$ cat src/rtl/barrett_for_3881.sv
// barrett_for_3881 -- fixed-modulus Barrett reducer, dout_r = din_a mod 3881.
// Accepts one 23-bit operand per clock and returns the canonical residue in [0, 3880].
// Build option: define BARRETT_3881_PIPE_EN to get three register stages (latency 3).
// Without it, the datapath is one register deep (latency 1).
// Arithmetic results are identical in both builds.
module barrett_for_3881 (
  input  logic        clk,
  input  logic        rst_n,
  input  logic        in_valid,
  input  logic [22:0] din_a,
  output logic        out_valid,
  output logic [11:0] dout_r
);

  localparam logic [35:0] MU      = 36'd4322;
  localparam int          SHIFT   = 24;
  localparam logic [22:0] MODQ    = 23'd3881;
  localparam logic [13:0] ONE_Q   = 14'd3881;
  localparam logic [13:0] TWO_Q   = 14'd7762;

  logic [35:0] prodEst;
  logic [11:0] qeEst;
  logic [22:0] subA;
  logic [11:0] subQe;
  logic [22:0] qProd;
  logic [13:0] rSub;
  logic [13:0] corrR;
  logic        corrV;
  logic [13:0] corrVal;
  logic [11:0] dout_d;
  logic [11:0] dout_q;
  logic        outValid_q;

  // Estimate the quotient: qe = floor(din_a * mu / 2^24), at most 2161.
  always_comb begin
    prodEst = {13'd0, din_a} * MU;
    qeEst   = 12'(prodEst >> SHIFT);
  end

`ifdef BARRETT_3881_PIPE_EN
  logic [22:0] a1_q;
  logic [11:0] qe1_q;
  logic        v1_q;
  logic [13:0] r2_q;
  logic        v2_q;

  // Registers after the estimate and subtract stages; data loads every cycle.
  always_ff @(posedge clk or negedge rst_n) begin
    if (!rst_n) begin
      a1_q  <= '0;
      qe1_q <= '0;
      v1_q  <= 1'b0;
      r2_q  <= '0;
      v2_q  <= 1'b0;
    end else begin
      a1_q  <= din_a;
      qe1_q <= qeEst;
      v1_q  <= in_valid;
      r2_q  <= rSub;
      v2_q  <= v1_q;
    end
  end

  assign subA  = a1_q;
  assign subQe = qe1_q;
  assign corrR = r2_q;
  assign corrV = v2_q;
`else
  assign subA  = din_a;
  assign subQe = qeEst;
  assign corrR = rSub;
  assign corrV = in_valid;
`endif

  // Subtract the estimated multiple; the estimate never overshoots, so r stays in [0, 3q).
  always_comb begin
    qProd = {11'd0, subQe} * MODQ;
    rSub  = 14'(subA - qProd);
  end

  // Final correction: remove zero, one or two extra copies of the modulus.
  always_comb begin
    corrVal = corrR;
    if (corrR >= TWO_Q) begin
      corrVal = corrR - TWO_Q;
    end else if (corrR >= ONE_Q) begin
      corrVal = corrR - ONE_Q;
    end
    dout_d = 12'(corrVal);
  end

  // Output register; only the valid bit carries meaning about the data.
  always_ff @(posedge clk or negedge rst_n) begin
    if (!rst_n) begin
      dout_q     <= '0;
      outValid_q <= 1'b0;
    end else begin
      dout_q     <= dout_d;
      outValid_q <= corrV;
    end
  end

  assign dout_r    = dout_q;
  assign out_valid = outValid_q;

endmodule

$ cat config.mk
export PLATFORM = sky130hd
export DESIGN_NAME = barrett_for_3881
export DESIGN_NICKNAME = d
export VERILOG_FILES = /design/src/rtl/barrett_for_3881.sv
export SDC_FILE = /design/constraint.sdc
export NUM_CORES = 1
export LEC_CHECK = 0
export ABC_AREA = 0
export CORE_ASPECT_RATIO = 2
export CORE_MARGIN = 2
export CORE_UTILIZATION = 55
export CTS_CLUSTER_SIZE = 30
export DETAILED_ROUTE_END_ITERATION = 8
export GPL_TIMING_DRIVEN = 0
export PLACE_DENSITY = 0.75
export SLEW_MARGIN = 20
export SYNTH_ARGS = -nofsm -noshare
export SYNTH_HDL_FRONTEND = slang
export SYNTH_SLANG_ARGS = --single-unit
$ cat constraint.sdc
create_clock -name clk -period 0.8 [get_ports clk]
set_input_delay 0.08 -clock clk [delete_from_list [all_inputs] [get_ports clk]]
set_output_delay 0.08 -clock clk [all_outputs]
set_load 0.01 [all_outputs]
# After elaboration in Yosys (flattened, before gate mapping)

Index checks and enable logic that the tools add are counted.
W data, S select, Z words.

Register bits: 13
Input port bits: 26
Output and inout port bits: 13
Logic and storage cells: 11

$add $sub $neg: 3
Multipliers: 2
Magnitude comparators: 2
Muxes and demuxes: 2

Operator list:

| operator                 | count |
|---|---|
| $mul A23 B12 Y35 const B | 1 |
| $mux W12                 | 2 |
| $sub A12 B12 Y12 const B | 2 |
| $ge A14 B12 Y1 const B   | 1 |
| $ge A14 B13 Y1 const B   | 1 |
| $mul A12 B12 Y14 const B | 1 |
| $sub A14 B14 Y14         | 1 |

# Longest topological paths before layout

Depth in word-level cells: 6
Mapped depth: 38
Depth with buffers taken out: 37

# Worst setup path before layout

OpenSTA, ideal clock, no wires.

Path type: input -> register
Start point: input din_a[7]
End point: register dout_q[5] (netlist: dout_r[5])
Library setup time: 0.080 ns
Arrival: 9.074 ns
Required time: 0.720 ns
Path slack: -8.354 ns
Stages on the path: 35
Buffers on the path: 0
Cell sequence: ha_1 > ha_1 > inv_1 > fa_1 > inv_1 > fa_1 > inv_1 > fa_1 > inv_1 > ha_1 > a2111oi_0 > o21ai_1 > a41oi_1 > or3_1 > a211oi_1 > o311ai_1 > inv_1 > ha_1 > ha_1 > a21o_1 > fa_1 > inv_1 > fa_1 > fa_1 > fa_1 > xnor2_1 > xnor2_1 > xnor2_1 > xnor2_1 > xnor2_1 > xnor3_1 > xor3_2 > nor2_8 > mux2i_1 > xor2_1

Word-level cells in the longest chain between the ends: 6
Elaborated cells on any way between the ends: 9
Those cells by class: add/sub (3); mul (2); order compare (2); mux (2)

Ends and longest elaborated chain:

| item                                               | line   | RTL |
|---|---|---|
| start, declared                                    | 10     | `input logic [22:0] din_a,` |
| $mul A23 B12 Y35                                   | 36     | `prodEst = {13'd0, din_a} * MU;` |
| $mul A12 B12 Y14                                   | 77     | `qProd = {11'd0, subQe} * MODQ;` |
| $sub A14 B14 Y14 *                                 | 78     | `rSub = 14'(subA - qProd);` |
| $sub A12 B12 Y12 or $ge A14 B12 Y1 (tied branches) | 87, 86 |  |
| $mux W12                                           | 86     | `end else if (corrR >= ONE_Q) begin` |
| $mux W12 *                                         | 84     | `if (corrR >= TWO_Q) begin` |
| named net corrVal[5]                               | 29     | `logic [13:0] corrVal;` |
| end signal, assigned                               | 98     | `dout_q <= dout_d;` |
| end, declared                                      | 31     | `logic [11:0] dout_q;` |

Mark *: on every way through the listed nets, which the timed path passes. The rest lies on a longest branch.

# Final worst setup path

Start point: input din_a[8]
End point: register dout_q[8] (netlist: dout_r[8])

The elaborated chain is that of the path after synthesis.

==> flow_metrics.tcl <==
set metrics [dict create \
    synth_simple_gate_area_frac 0.06160 \
    viasPerCell 5.652 \
    clkSlewWorstSetupHoldPaths_ps 40 \
    slowest_stage "fa_1" \
    synthCells 668 \
    synth_top_family_by_area "adder cells" \
    vias 5019 \
    synth_area_um2 6419 \
    path_class "input pin to register" \
    place_area_um2 7340 \
    grt_util_all_layers 0.2620 \
    overflow 0 \
    arrival_ps 8570 \
    drc 0 \
    path_max_fanout 7 \
    die-area_um2 12600 \
    rows 55 \
    n_fill_cell 787 \
    synthMuxAreaShare 0.009357 \
    hp-class "input pin to async pin" \
    synthTopCellsByArea "ha_1 (37%), fa_1 (25%), inv_1 (9.2%), dfrtp_1 (5.1%), xnor2_1 (4.0%)" \
    ys.flop_type "dfrtp_1" \
    cts_buffers 3 \
    area_growth_pct 27.82 \
    antenna_left 0 \
    failed_checks "negative setup slack" \
    numPortBuffers 38 \
    cts_sinks 13 \
    drv_cap 0 \
    yosysUniqueCellTypes 52 \
    status "finished, violations left" \
    antenna_found_initial 0 \
    grt_max_degree 14 \
    ys_seq_elements 13 \
    synth_edf_count 0 \
    cts_tree "done" \
    drt_wl_total_mm 15.74 \
    die_y_um 156.8 \
    period_share 10.52 \
    async_reset_ff_frac 1.000 \
    cpPeakStageDelay_ps 530 \
    syn_nets 962 \
    final.setup.worst_slack_ps -7618 \
    setup_viol 25 \
    layout.area.seq_um2 325.3 \
    grt_pass1_wl_mm 25.63 \
    worstMarginPinSlew_ps 632.1 \
    ys_seq_area_frac 0.05068 \
    postSynthAreaPerCell_um2 9.609 \
    final_hold_viol_count 0 \
    ctsLongestPathBuffers 2 \
    fin_nets 1041 \
    fmax_mhz 118.8 \
    dr.first_iter.drc_count 122 \
    grt_pass1_vias 5730 \
    synth_warnings 0 \
    h-tree-depth 1 \
    die_w_um 80.39 \
    synth_fa_ha_area_frac 0.6160 \
    yosys.area.top_type "ha_1" \
    ios 39 \
    synth_top_area_frac 0.3665 \
    dr.pass1.iters 6 \
    synth-compound-area-share 0.08772 \
    multi_input_area_um2 6417 \
    final_area_um2 8204 \
    synth-xor-area-share 0.08168 \
    gp_congestion 0.8949 \
    rsz0062_at_grt "true" \
    slew_headroom 0.5772 \
    cts-root-buf "clkbuf_16" \
    drive_above_1_share 0.2601 \
    fin_tns_setup_ps -90630 \
    period_needed_ps 8418 \
    antenna_cells 0 \
    critPathLaunchType "input pin" \
    post_drt_wl_per_cell_um 17.72 \
    hpwl_mm 12.80 \
    end_kind "register" \
    core-area_um2 11350 \
    drv_slew 0 \
    required_ps 950 \
    floorplan.initialDensity 0.5653 \
]
critical path, delay by kind of cell:
| family | cells | cell delay (ps) |
|---|---|---|
| AOI/OAI and AO/OA | 6 | 1260 |
| xor gates and xnor gates | 8 | 1650 |
| adders and majority gates | 12 | 4510 |
| buffers and inverters | 7 | 400 |
| muxes | 1 | 260 |
| and+or+nand+nor | 2 | 400 |
timing repair:
item,in CTS,in global routing
endpoints found under the setup margin,25,25
buffers inserted,30,6
pin swaps,36,15
hold buffers,0,0
gates resized for setup,234,38
gates cloned,0,0
state kept, by name (all words and copies together), names as in the netlist:
| name | flops |
|---|---|
| dout_r | 12 |
| out_valid | 1 |
routing by layer:
metal	routed length, um	global-route usage	vias up
met5	0	0	-
met4	1003	0.1461	0
met3	293	0.01096	67
met2	9391	0.5381	116
met1	5049	0.2409	2483
li1	-	-	2353
cell usage after synthesis, types with 8 or more instances:
cell type / number
dfrtp_1: 13
xor2_1: 21
a21oi_1: 31
nand3_1: 11
a21o_1: 8
inv_1: 157
nor2_1: 17
o21ai_0: 13
xnor2_1: 29
nand2_1: 31
fa_1: 80
ha_1: 188
how the worst max path moves through the flow:
| stage | from | endpoint | slack, ps | depth (start not counted) |
|---|---|---|---|---|
| floorplan | din_a[7] | dout_r[5] | -7130 | 35 |
| global placement | din_a[7] | dout_r[5] | -8600 | 36 |
| detailed placement | din_a[8] | dout_r[3] | -8800 | 36 |
| CTS | din_a[8] | dout_r[3] | -7460 | 36 |
| global route | din_a[8] | dout_r[1] | -7940 | 37 |
| finish | din_a[8] | dout_r[8] | -7620 | 36 |
cell usage in the layout (no fill, tap or decap), drive strengths merged, types with 2 or more instances in the layout:
master / n
ha: 188
inv: 158
fa: 80
buf: 66
nand2: 31
a21oi: 31
xnor2: 29
xor2: 22
o21ai: 19
nor2: 18
dfrtp: 13
nand3: 12
a21o: 8
mux2i: 6
clkbuf: 6
nor3: 5
a211oi: 4
nand4: 3
a21boi: 3
o311ai: 3
o221ai: 3
nor4: 3
clkdlybuf4s15: 3
o311a: 2
o21a: 2
o211ai: 2
or3: 2
a31oi: 2
dlygate4sd2: 2
clkdlybuf4s50: 2
xnor3: 2
cell families after synthesis:
logic type	after synthesis
compound gates	88
xor+xnor	54
fa+ha+maj	268
buf+inv	159
flops	13
mux	6
simple gates	80
layout make-up:
class	count	area share
Tap cell	142	0.02166
Sequential cell	13	0.03965
Timing Repair Buffer	74	0.07290
Multi-Input combinational cell	496	0.7822
Inverter	158	0.07229
Clock buffer	4	0.009608
Buffer	1	0.001678
per-stage QoR:
step,std cells,hold slack (ps),worst slack [ps],util
finish,888,207.5,-7618,0.7225
global route,888,246.1,-7940,0.7225
CTS,882,222.3,-7463,0.7024
detailed placement,848,472.4,-8804,0.6464
global placement,848,460.6,-8604,0.6464
floorplan,668,-215.6,-7133,-
Power is left out: the tool's default activity adds up to more than one toggle a clock period on the data nets, which glitch-free logic cannot reach.
